**src/rtl/rr_onehot_arbiter.sv**
```systemverilog
// Round-robin arbiter with registered one-hot grant and a bounded hold time.
// Grant is kept while the holder requests; it rotates after MAX_HOLD cycles if others wait.
module rr_onehot_arbiter #(
  parameter int N        = 4,
  parameter int MAX_HOLD = 8
) (
  input  logic                 clk,
  input  logic                 reset,
  input  logic [N-1:0]         req_i,
  output logic [N-1:0]         gnt_o,
  output logic [$clog2(N)-1:0] gnt_id_o,
  output logic                 gnt_valid_o
);

  localparam int IW = $clog2(N);
  localparam logic [7:0] HOLD_LAST = 8'(MAX_HOLD - 1);

  typedef enum logic {
    IDLE,
    HOLD
  } state_e;

  state_e        state_q, state_d;
  logic [N-1:0]  gnt_q, gnt_d;
  logic [IW-1:0] id_q, id_d;
  logic [IW-1:0] last_q, last_d;
  logic [7:0]    hold_q, hold_d;

  logic [IW:0]   pick;
  logic          others;

  // First requester at or after start, circularly; MSB flags a hit.
  function automatic logic [IW:0] rr_pick(
    input logic [N-1:0] r,
    input int           start
  );
    logic [IW:0] res;
    int          p;
    res = '0;
    for (int k = N - 1; k >= 0; k--) begin
      p = (start + k) % N;
      if (r[p]) res = {1'b1, IW'(p)};
    end
    return res;
  endfunction

  always_comb begin
    state_d = state_q;
    gnt_d   = gnt_q;
    id_d    = id_q;
    last_d  = last_q;
    hold_d  = hold_q;
    pick    = '0;
    others  = |(req_i & ~gnt_q);
    unique case (state_q)
      IDLE: begin
        if (|req_i) begin
          pick    = rr_pick(req_i, int'(last_q) + 1);
          state_d = HOLD;
          gnt_d   = N'(1) << pick[IW-1:0];
          id_d    = pick[IW-1:0];
          hold_d  = '0;
        end
      end
      HOLD: begin
        if (req_i[id_q] && !others) begin
          hold_d = '0;
        end else if (req_i[id_q] && hold_q != HOLD_LAST) begin
          hold_d = hold_q + 8'd1;
        end else begin
          // Holder is searched last, so a waiting port always wins.
          pick   = rr_pick(req_i, int'(id_q) + 1);
          last_d = id_q;
          hold_d = '0;
          if (pick[IW]) begin
            gnt_d = N'(1) << pick[IW-1:0];
            id_d  = pick[IW-1:0];
          end else begin
            state_d = IDLE;
            gnt_d   = '0;
            id_d    = '0;
          end
        end
      end
    endcase
  end

  always_ff @(posedge clk) begin
    if (reset) begin
      state_q <= IDLE;
      gnt_q   <= '0;
      id_q    <= '0;
      last_q  <= IW'(N - 1);
      hold_q  <= '0;
    end else begin
      state_q <= state_d;
      gnt_q   <= gnt_d;
      id_q    <= id_d;
      last_q  <= last_d;
      hold_q  <= hold_d;
    end
  end

  assign gnt_o       = gnt_q;
  assign gnt_id_o    = id_q;
  assign gnt_valid_o = |gnt_q;

endmodule

```
**config.mk**
```make
export PLATFORM = sky130hd
export DESIGN_NAME = rr_onehot_arbiter
export DESIGN_NICKNAME = d
export VERILOG_FILES = /design/src/rtl/rr_onehot_arbiter.sv
export SDC_FILE = /design/constraint.sdc
export NUM_CORES = 1
export LEC_CHECK = 0
export CAP_MARGIN = 20
export CORE_AREA = 4 4 51 64
export DETAILED_ROUTE_END_ITERATION = 6
export DIE_AREA = 0 0 55 68
export HOLD_SLACK_MARGIN = 0.02
export PLACE_DENSITY = 0.73
export SYNTH_ARGS = -nofsm -noshare
export SYNTH_HDL_FRONTEND = slang
export SYNTH_SLANG_ARGS = --single-unit
```
**constraint.sdc**
```tcl
create_clock -name clk -period 6.45 [get_ports clk]
set_clock_uncertainty 0.1 [all_clocks]
set_input_delay 1.6125 -clock clk [delete_from_list [all_inputs] [get_ports clk]]
set_output_delay 1.6125 -clock clk [all_outputs]
set_load 0.02 [all_outputs]
```
-- Word level (Yosys, flattened, before mapping)
Index checks and enable logic that the tools add are counted.
- register bits: 17
- logic and storage cells: 116
- add/subtract/negate cells: 9
- order comparisons: 9
- eq/ne operators: 4
- shifts and indexed selects: 2
- multiplexer cells: 58
- bitwise operators: 13
- reductions and logical operators: 16
- operators by type and width (kind ; number):
    $lt 3x4->1 const B ; 8
    $mux 8 ; 3
    $mux 1 ; 21
    $mux 3 ; 7
    $mux 2 ; 10
    $bmux 1 s2 ; 9
    $mux 4 ; 4
    $pmux 8 s2 ; 1
    $reduce_or 2->1 ; 8
    $reduce_or 4->1 ; 3
    $add 2x1->2 const B ; 4
    $add 2x2->2 const B ; 4
    $add 8x1->8 const B ; 1
    $and 1x1->1 const A ; 8
    $ne 8x3->1 const B ; 1
    $pmux 4 s2 ; 1
    $shl 1x2->4 const A ; 2
    $ne 2x2->1 const B ; 3
    $reduce_and 3->1 ; 2
    $and 4x4->4 ; 1
    $not 4->4 ; 1
    $pmux 2 s2 ; 1
    $lt 2x3->1 const B ; 1
    $not 1->1 ; 3
    other kinds (3) ; 4

-- Depth between registers and ports, before layout
- depth after elaboration: 19
- depth in mapped cells: 7

-- Least setup slack after synthesis
OpenSTA, ideal clock, no wires.
- kind: input -> register
- start point: in req_i[1]
- end point: reg hold_q[2]
- library setup time: 132 ps
- arrival time: 2953 ps
- data required time: 6218 ps
- path slack: 3265 ps
- cell stages on the path: 6
- cells stage by stage: buf_2 > or4_1 > nor2_1 > nor3b_1 > o21ai_0 > a21oi_1
- longest elaborated chain between the ends: 6
- elaborated cells between the ends (all ways): 12
- classes of those cells: 1 x eq/ne; 5 x mux; 1 x bitwise; 5 x reduce/logical
- RTL lines (what ; RTL line ; RTL):
    from (decl) ; 9 ; input logic [N-1:0] req_i,
    $bmux 1 s2 or $and 4x4->4 (tied branches) ; 66, 68, 54 ;
    $mux 1 (implied by the code) or $reduce_or 4->1 (tied branches) ; 66, 68, 54 ;
    $logic_and 1x1->1 or $logic_not 1->1 (tied branches) ; 68, 66 ;
    $mux 8 or $logic_and 1x1->1 (tied branches) ; 68, 66 ;
    $mux 8 ; 66 ; if (req_i[id_q] && !others) begin
    $pmux 8 s2 ; 55 ; unique case (state_q)
    to (signal assigned) ; 100 ; hold_q <= hold_d;
    to (decl) ; 27 ; logic [7:0] hold_q, hold_d;
Several ways; a longest one is shown, not always the timed one. The select of a mux whose other input is x is not followed.
A chain may end at the register's enable or synchronous reset.

-- Final worst setup path
- start point: in req_i[3]
- end point: reg hold_q[7]
The elaborated chain is that of the path after synthesis.

==> flow_summary.ini <==
[critical_path]
ff2ff_path_depth = 5
crit_path_end = hold_q[7]$_SDFFE_PP0P_
end_kind = flop
cp.required_ps = 6560
cp_max_fo = 13
worstSetupPathType = primary input to flop
r2r-end = gnt_o[0]$_SDFFE_PP0P_
r2r_slack_ps = 4220
crit_path_start = req_i[3]
r2r-start = gnt_id_o[1]$_SDFFE_PP0P_
arrival_ps = 3780
cp-start-kind = primary input

[sta]
rsz0062_at_grt = false
min_period_ps = 3670
finalMaxSlewViolations = 0
fin_crit_sh = 0.570
slew_headroom = 0.533
fmax_mhz = 272
fin_setup_tns_ps = 0
setup_ws_ps = 2780
hold_viol = 0
setup_viol = 0
tightest_slew_ps = 694

[clocking]
h-tree-depth = 1
cts_max_path_buffers = 2
cts_tree = done
cts-hold-fix-buffers = 0
path_clk_slew_ps = 90
cts_root_buf = clkbuf_4
clkSinkCount = 17
post-cts-setup-buffers = 0
cts_resized = 0
clk_latency_ps = 280
cts_made_buffers = 3

[placement]
post_dp_cell_area_um2 = 1260
port_buffers = 12
place.gp.congestion = 0.925
place_ws_ps = 2510
hpwlAfterDp_mm = 1.95

[global_routing]
antenna_found_initial = 0
grt_max_degree = 18
grt_pass1_vias = 1019
grt_overflow_total = 0
grt_pass1_wl_mm = 4.30
grtUsageTotal = 0.154

[synthesis]
async_reset_ff_frac = 0
syn-instance-count = 145
synth_ff_type = dfxtp_1
synth_edf_count = 0
syn-num-nets = 152
synthTopCellsByArea = dfxtp_1 30%, nand2_1 5.9%, nor2_1 4.9%
yosys_warnings = 0
netlist_area_um2 = 1140
ys_ff_latch = 17
synth_top_area_share = 0.297
synth_top_cell_by_area = dfxtp_1
yosysUniqueCellTypes = 47
syn-mean-instance-area_um2 = 7.90
ys_seq_area_frac = 0.297

[route]
totalWireLength_mm = 2.55
dr.pass1.iters = 4
drt_iter0_drc = 50
ant_nets = 0
num_vias = 1110
via_per_inst = 5.97
drc = 0
wl_per_cell_um = 13.7

[finish]
final_area_um2 = 1280
fin_nets = 160
final_common_cell = nand2_1
final_cell_mix = 18 x nand2_1, 17 x dfxtp_1, 15 x nor2_1
layout-drive-gt1-share = 0.0789
area_delta_synth_final_pct = 12.1
diodes = 0

[floorplanning]
start_util = 0.431
die_x_um = 55
fp.coreArea_um2 = 2650
die_y_um = 68
row_count = 21
io_pins = 13
die_area_um2 = 3740

[pwr]
leakagePower_uw = 0.000425
vdd_ir_drop_max_mv = 0.122
p_per_area_nw_per_um2 = 201

[status]
status = complete, no violations

[worst_hold_path]
holdCritStartpoint = gnt_id_o[0]$_SDFFE_PP0P_
hp-class = flop to flop

[run]
cap_violations = 0
## final cells by class
cell class,instances,area (µm²)
fillers,260,1370
multi-input cells,115,738
flip-flops and latches,17,340
repair buffers,12,120
well taps,34,42.5
clock buffers,3,22.5
inverters,4,15.0
clock inverters,1,5.00
## per-stage QoR
stage	hold WS [ps]	util	power, µW	cells
2_1_floorplan	375	-	181	145
3_3_place_gp	395	0.473	203	182
3_5_place_dp	413	0.473	205	182
4_1_cts	426	0.484	261	186
5_1_grt	466	0.484	277	186
6_report	422	0.484	258	186
## flip-flops by register name, summed over array words and instances, names as in the netlist
name	count
hold_q	8
gnt_id_o	2
gnt_o	4
last_q	2
state_q	1
## worst min path at each step
stage | slack (ps) | depth (start not counted) | to
2_1_floorplan | 380 | 2 | hold_q[7]$_SDFFE_PP0P_
3_3_place_gp | 390 | 2 | hold_q[7]$_SDFFE_PP0P_
3_5_place_dp | 410 | 2 | hold_q[7]$_SDFFE_PP0P_
4_1_cts | 430 | 2 | hold_q[7]$_SDFFE_PP0P_
5_1_grt | 470 | 2 | gnt_id_o[0]$_SDFFE_PP0P_
6_report | 420 | 2 | gnt_id_o[0]$_SDFFE_PP0P_
## synthesized netlist by cell type, types with 3 or more instances
cell	n
a211oi_1	4
a311oi_1	3
a31oi_1	6
buf_2	4
dfxtp_1	17
inv_1	4
mux2i_1	5
nand2_1	18
nand2b_1	3
nand3_1	11
nor2_1	15
nor2b_1	6
o21ai_0	5
or4_1	4
## kinds of logic after synthesis
family / share of synthesized area
AOI/OAI and AO/OA: 0.258
buffers and inverters: 0.0579
adders and majority gates: 0.0109
muxes: 0.0437
and+or+nand+nor: 0.332
DFF: 0.297
## routing by layer
| metal | part of all wire | track usage | up-vias | wire length, µm |
|---|---|---|---|---|
| met5 | 0 | 0 | - | 0 |
| met4 | 0.019 | 0.0760 | 0 | 49 |
| met3 | 0.045 | 0.0261 | 6 | 115 |
| met2 | 0.50 | 0.265 | 30 | 1280 |
| met1 | 0.43 | 0.180 | 523 | 1110 |
| li1 | - | - | 551 | - |
## critical path, cell delays in order
cell	delay (ps)
clkdlybuf4s50_1	680
mux2i_1	170
mux2i_1	390
and4b_4	420
or3b_1	360
a31oi_1	160
## power by group
group | leakage (µW) | internal, µW | total (µW) | switching [µW]
registers | 0.000139 | 112 | 122 | 10.0
logic | 0.000268 | 36.7 | 81.5 | 44.8
clock network | 0.0000177 | 23.0 | 54.1 | 31.1
total | 0.000425 | 172 | 258 | 85.8
Power figures use the tool's default switching activity.
